==> config.mk <==
export PLATFORM = sky130hd
export DESIGN_NAME = rf_write_ctrl
export DESIGN_NICKNAME = d
export VERILOG_FILES = /design/src/rtl/rf_write_ctrl.sv
export SDC_FILE = /design/constraint.sdc
export NUM_CORES = 1
export LEC_CHECK = 0
export ABC_AREA = 1
export BUFFER_PORTS_ARGS = -buffer_cell sky130_fd_sc_hd__buf_2
export CORE_MARGIN = 5
export CORE_UTILIZATION = 30
export CTS_BUF_LIST = sky130_fd_sc_hd__clkbuf_4 sky130_fd_sc_hd__clkbuf_8
export DETAILED_ROUTE_END_ITERATION = 7
export PLACE_DENSITY_LB_ADDON = 0.1
export RECOVER_POWER = 50
export SLEW_MARGIN = 40
export SYNTH_ARGS = -nofsm -noshare
export SYNTH_HDL_FRONTEND = slang
export SYNTH_SLANG_ARGS = --single-unit
==> constraint.sdc <==
create_clock -name clk -period 12.7 [get_ports clk]
set_clock_uncertainty 0.15 [all_clocks]
set_input_delay 2.54 -clock clk [delete_from_list [all_inputs] [get_ports clk]]
set_output_delay 2.54 -clock clk [all_outputs]
set_load 0.005 [all_outputs]
==> src/rtl/rf_write_ctrl.sv <==
// rtl/rf_write_ctrl.sv - register file write-port controller with 2-entry load FIFO
// Read-port forwarding of the in-flight write is built only when RF_WR_FWD_EN is defined.
module rf_write_ctrl #(
  parameter int DW = 64,
  parameter int AW = 5
) (
  input  logic          clk,
  input  logic          reset,
  input  logic          alu_vld,
  input  logic [0:AW-1] alu_rD,
  input  logic [0:2]    alu_ppp,
  input  logic [0:DW-1] alu_data,
  input  logic          ld_vld,
  output logic          ld_rdy,
  input  logic [0:AW-1] ld_rD,
  input  logic [0:2]    ld_ppp,
  input  logic [0:DW-1] ld_data,
  output logic          wrEn,
  output logic [0:AW-1] rD,
  output logic [0:2]    ppp,
  output logic [0:DW-1] d_in,
  input  logic [0:AW-1] rA,
  input  logic [0:AW-1] rB,
  input  logic [0:DW-1] d_out1,
  input  logic [0:DW-1] d_out2,
  output logic [0:DW-1] fwd_out1,
  output logic [0:DW-1] fwd_out2
);

  logic [1:0]    count_q, count_d;
  logic          wptr_q, wptr_d, rptr_q, rptr_d;
  logic [0:AW-1] f_rd_q [0:1];
  logic [0:2]    f_ppp_q [0:1];
  logic [0:DW-1] f_data_q [0:1];

  logic          wr_en_q, wr_en_d;
  logic [0:AW-1] rd_q, rd_d;
  logic [0:2]    ppp_q, ppp_d;
  logic [0:DW-1] data_q, data_d;

  logic push, pop;

  assign ld_rdy = (count_q != 2'd2);

  // The pop reads the head as it stood at the start of the cycle, so a
  // same-cycle push into an empty FIFO can never reach the output directly.
  always_comb begin
    push    = ld_vld && ld_rdy;
    pop     = !alu_vld && (count_q != 2'd0);
    wptr_d  = push ? ~wptr_q : wptr_q;
    rptr_d  = pop ? ~rptr_q : rptr_q;
    count_d = count_q;
    wr_en_d = 1'b0;
    rd_d    = rd_q;
    ppp_d   = ppp_q;
    data_d  = data_q;
    if (alu_vld) begin
      wr_en_d = 1'b1;
      rd_d    = alu_rD;
      ppp_d   = alu_ppp;
      data_d  = alu_data;
    end else if (pop) begin
      wr_en_d = 1'b1;
      rd_d    = f_rd_q[rptr_q];
      ppp_d   = f_ppp_q[rptr_q];
      data_d  = f_data_q[rptr_q];
    end
    case ({push, pop})
      2'b10:   count_d = count_q + 2'd1;
      2'b01:   count_d = count_q - 2'd1;
      default: count_d = count_q;
    endcase
  end

  always_ff @(posedge clk) begin
    if (reset) begin
      count_q <= 2'd0;
      wptr_q  <= 1'b0;
      rptr_q  <= 1'b0;
      wr_en_q <= 1'b0;
      rd_q    <= '0;
      ppp_q   <= '0;
      data_q  <= '0;
    end else begin
      count_q <= count_d;
      wptr_q  <= wptr_d;
      rptr_q  <= rptr_d;
      wr_en_q <= wr_en_d;
      rd_q    <= rd_d;
      ppp_q   <= ppp_d;
      data_q  <= data_d;
    end
  end

  always_ff @(posedge clk) begin
    if (push) begin
      f_rd_q[wptr_q]   <= ld_rD;
      f_ppp_q[wptr_q]  <= ld_ppp;
      f_data_q[wptr_q] <= ld_data;
    end
  end

  assign wrEn = wr_en_q;
  assign rD   = rd_q;
  assign ppp  = ppp_q;
  assign d_in = data_q;

`ifdef RF_WR_FWD_EN
  // Byte k of the word is bits [8k:8k+7]; mask bit k set means byte k is written.
  function automatic logic [0:7] lane_mask(input logic [0:2] p);
    case (p)
      3'b000:  lane_mask = 8'b1111_1111;
      3'b001:  lane_mask = 8'b1111_0000;
      3'b010:  lane_mask = 8'b0000_1111;
      3'b011:  lane_mask = 8'b1010_1010;
      3'b100:  lane_mask = 8'b0101_0101;
      default: lane_mask = 8'b0000_0000;
    endcase
  endfunction

  logic [0:7] fwd_mask;
  logic       hit1, hit2;

  always_comb begin
    fwd_mask = lane_mask(ppp_q);
    hit1     = wr_en_q && (rd_q == rA);
    hit2     = wr_en_q && (rd_q == rB);
    fwd_out1 = d_out1;
    fwd_out2 = d_out2;
    for (int b = 0; b < DW / 8; b++) begin
      if (hit1 && fwd_mask[b]) fwd_out1[8*b +: 8] = data_q[8*b +: 8];
      if (hit2 && fwd_mask[b]) fwd_out2[8*b +: 8] = data_q[8*b +: 8];
    end
  end
`else
  logic unused_rd_addr;
  assign unused_rd_addr = ^{rA, rB};
  assign fwd_out1 = d_out1;
  assign fwd_out2 = d_out2;
`endif

endmodule

### Word level (Yosys, flattened, before mapping)

Memories as Yosys holds them, arrays and structs flattened. A register that Yosys moved wholly into a read port is not among the register bits.
Index checks and enable logic that the tools add are counted.

* register bits: 77
* bits in writable memories: 144
* word-level logic and storage cells: 40
* memories: 3

Memories
* f_data_q: depth 2, width 64, rd ports 1, clocked after Yosys merged registers in 1, wr ports 1, line 34 `logic [0:DW-1] f_data_q [0:1];`
* f_rd_q: depth 2, width 5, rd ports 1, clocked after Yosys merged registers in 1, wr ports 1, line 32 `logic [0:AW-1] f_rd_q [0:1];`
* f_ppp_q: depth 2, width 3, rd ports 1, clocked after Yosys merged registers in 1, wr ports 1, line 33 `logic [0:2] f_ppp_q [0:1];`

* $add $sub $neg: 2
* equality and inequality tests: 3
* multiplexer cells: 17
* bitwise logic cells: 2
* reduce and logical (&&, ||, !) cells: 6

Operator list (number)
* 2-to-1 mux 64 bit: 2
* 2-to-1 mux 1 bit: 10
* 2-to-1 mux 5 bit: 2
* 2-to-1 mux 3 bit: 2
* nonzero test 2 bit: 3
* case mux 2 bit (2 select lines): 1
* adder 2 x 1 -> 2 bit (second input constant): 1
* equality test 2 x 1 -> 1 bit (second input constant): 1
* equality test 2 bit (second input constant): 1
* logical AND 1 bit: 2
* != test 2 bit (second input constant): 1
* inverter 1 bit: 2
* subtractor 2 x 1 -> 2 bit (second input constant): 1
* zero test 1 bit: 1

### Depth between registers and ports, before layout

* depth in word-level cells: 4
* mapped depth: 9

### Least setup slack after synthesis

OpenSTA, ideal clock, no wires.

* kind: input -> register
* from: input port ld_vld
* to: memory f_data_q[1][0] (netlist name) (enable)
* setup time: 0.504 ns
* arrival: 5.661 ns
* required time: 12.046 ns
* path slack: 6.385 ns
* stages on the path: 2
* path buffers: 0
* path through: nand2_1 -> nor2_1

* longest elaborated chain between the ends: 3

RTL lines
* start, declared: line 13 `input logic ld_vld,`
* logical AND 1 bit: line 48 `push = ld_vld && ld_rdy;`
* 2-to-1 mux 1 bit: line 96 `if (push) begin`
* 2-to-1 mux 1 bit (implied by the code): line 99 `f_data_q[wptr_q] <= ld_data;`
* end, declared: line 34

Every way passes these cells.

### Worst setup path in the final report

* from: input port ld_vld
* to: memory f_rd_q[0][2] (netlist name) (enable)

* longest elaborated chain between the ends: 3

RTL lines
* logical AND 1 bit: line 48
* 2-to-1 mux 1 bit: line 96
* 2-to-1 mux 1 bit (implied by the code): line 97 `f_rd_q[wptr_q] <= ld_rD;`
* end, declared: line 32

Every way passes these cells.

==> run summary <==
Rows - 66
initial antenna violation count - 8
CP peak stage delay - 1660 ps
CP endpoint kind - flop
CP Cell Sequence - clkbuf_1 -> nand2_1 -> nor2_4 -> clkbuf_1 -> buf_4
Clock power frac - 0.343
final worst setup slack - 7380 ps
worst flop-to-flop path endpoint - f_rd_q[0][2]
top cells by area, synth - edfxtp_1, dfxtp_1, nand2_1, buf_4, inv_1
post-synth top area cell - edfxtp_1
Hold Crit Start - rptr_q
register area share after synthesis - 0.593
fin nets - 1493
Post-synth EDFFs - 144
Cells after Synth - 1110
port bufs - 221
die width - 192 microns
failing checks - capacitance limit, slew limit
Seq pwr share - 0.460
Bufs and invs on worst path - 3
r2r startpoint - count_q[0]
detailed placement HPWL - 18800 microns
most used cell, CP - clkbuf_1
Die Area - 0.0368 sq mm
gr usage total - 0.157
post-synth top area share - 0.436
Clock Pin Slew Worst Setup and Hold Paths - 60 ps
overall power - 2010 uW
Die Y - 192 microns
Antenna Nets Post-Route - 0
top cells by count, synth - nand2_1, edfxtp_1, buf_4
RePlAce Congestion - 0.733
vias in the first global route - 7357
leakage power - 0.00531 uW
DRC - 0
fraction of layout cells with a size suffix above 1 - 0.205
startpoint class of the critical path - primary input
required time of the critical path - 12700 ps
Worst Setup EP - f_rd_q[0][2]
Starting Density - 0.304
vias per inst - 4.31
switching portion of total power - 0.304
Int Pwr - 1400 uW
area added between synthesis and finish - 14.1%
Post-synth top flop - edfxtp_1
clock period minus worst slack - 5320 ps
TritonCTS clock tree - done
NetSw - 610 uW
Core ar. - 0.0326 sq mm
synthesized area - 0.00992 sq mm
maximum VDD drop - 64.9 uV
post-cts resize count - 0
most numerous cell in the Yosys netlist - nand2_1
hold buffer count at cts - 0
Final Hold Slack - 350 ps
CP top delay family - buffers and inverters
first-pass GRT wire length - 43800 microns
Setup CP Type - primary input to flop
DR vias - 7248
Synth Register Bits - 222
# Post-CTS Setup Buffers - 0
wire per inst - 17.6 microns
total negative slack - 0 ps
Rel. slew slack - -0.662
grt ovf - 0
drt pass-1 iters - 6
worst slew pin tran - 2490 ps
RSZ-0062 raised after global routing - no
Synth Area per Inst - 8.94 sq um
Reg2Reg Depth - 6
Maximum Capacitance Violations - 3
yosys warns - 0
max-slew violation count - 113
power share of the combinational group - 0.197
CTS H-Tree Depth - 2
Bufs on Longest Clock Path - 3
WP data arrival - 5320 ps
Crit path depth - 5
Max Fanout on Critical Path - 37
clock latency on the worst-skew pair - 520 ps
IO Count - 488
Critical Path Source - ld_vld
Crit-path slowest cell - clkbuf_1
Starting DRT DRC Count - 222
Final setup viols - 0
Power Density - 177 mW/mm^2
Synthesized Nets - 1397
outcome - finished, violations left
Num CTS Buffers - 42
drt total wl - 29600 microns
Fmax achieved - 0.188 GHz
final worst-path cycle share - 0.419
dpl ws - 7470 ps
largest net degree at the start of global routing - 75
Netlist cell types - 22
Clock Tree Root - clkbuf_8
FFs w/ async S/R, synth - 0
CTS sink count - 222
worst hold path class - flop to flop
final hold vios - 0
R2R setup slack - 8900 ps
[layer usage]
metal  part of all wire  wire length [microns]  vias up  GRT usage
met5             0.0047                    138        -     0.0124
met4              0.023                    667       14     0.0445
met3               0.11                   3290       94     0.0780
met2               0.45                  13400      298      0.247
met1               0.41                  12100     3261      0.188
li1                   -                      -     3581          -
[area by class of cell]
cell class | instances | area (sq um)
clock inverters | 16 | 75.1
diodes | 2 | 5.00
multi-input cells | 614 | 2520
fillers | 3491 | 21300
inverters | 93 | 353
repair buffers | 233 | 1150
clock buffers | 60 | 763
flip-flops and latches | 222 | 5890
well taps | 442 | 553
[stage by stage]
stage / util / instances / cell area (sq um)
after detailed placement: 0.323 / 1604 / 10600
after floorplan: - / 1110 / 9920
after CTS: 0.349 / 1680 / 11400
final: 0.347 / 1682 / 11300
after global placement: 0.322 / 1602 / 10500
after global routing: 0.347 / 1681 / 11300
[sequential cells by signal (all words and copies together), names as in the netlist, named ones only]
name,flops
count_q,2
f_data_q,128
rD,5
f_ppp_q,6
d_in,64
wptr_q,1
wrEn,1
ppp,3
f_rd_q,10
rptr_q,1
[cell families after synthesis]
kind of cell	count (synthesis)	share of synthesized area
AOI/OAI and AO/OA	81	0.0410
and+or+nand+nor	532	0.210
buffers and inverters	274	0.154
DFF	222	0.593
adders and majority gates	1	0.00126
[worst min-delay path by stage]
stage	depth (start not counted)	slack, ps	end
4_1_cts	2	360	rptr_q
3_5_place_dp	2	340	flop
3_3_place_gp	2	330	flop
6_report	2	350	rptr_q
2_1_floorplan	2	320	flop
5_1_grt	2	400	d_in[59]
[worst reg2reg max path, delay by kind of cell (launching register included)]
kind,cells,cell delay [ps]
buf+inv,3,2490
flops,1,410
simple gates,3,380
[power groups by stage]
stage	Sequential [uW]	Combinational, uW	Clock (uW)
2_1_floorplan	929	268	0
3_3_place_gp	935	400	0
3_5_place_dp	935	417	0
4_1_cts	921	418	719
5_1_grt	934	459	749
6_report	922	396	689
[cell usage in the layout, fill, tap and decap left out]
master	synthesis	layout
nand2_1	388	388
buf_2	12	165
edfxtp_1	144	144
inv_1	90	89
nor2_1	84	82
dfxtp_1	78	77
clkbuf_1	31	57
nand3_1	55	55
clkbuf_8	0	50
a21oi_1	40	40
o21ai_1	20	21
o21ai_0	20	19
clkbuf_4	0	10
clkinv_2	0	9
clkinv_1	1	7
buf_4	130	6
nor2_4	1	3
diode_2	0	2
inv_2	2	2
buf_6	0	2
nor2_2	1	1
nand2_4	0	1
inv_4	0	1
nand4_1	1	1
a31oi_1	1	1
nor3_1	1	1
ha_1	1	1
dfxtp_4	0	1
inv_6	0	1
buf_1	8	1
buf_16	0	1
buf_8	0	1
Power figures use the tool's default switching activity.
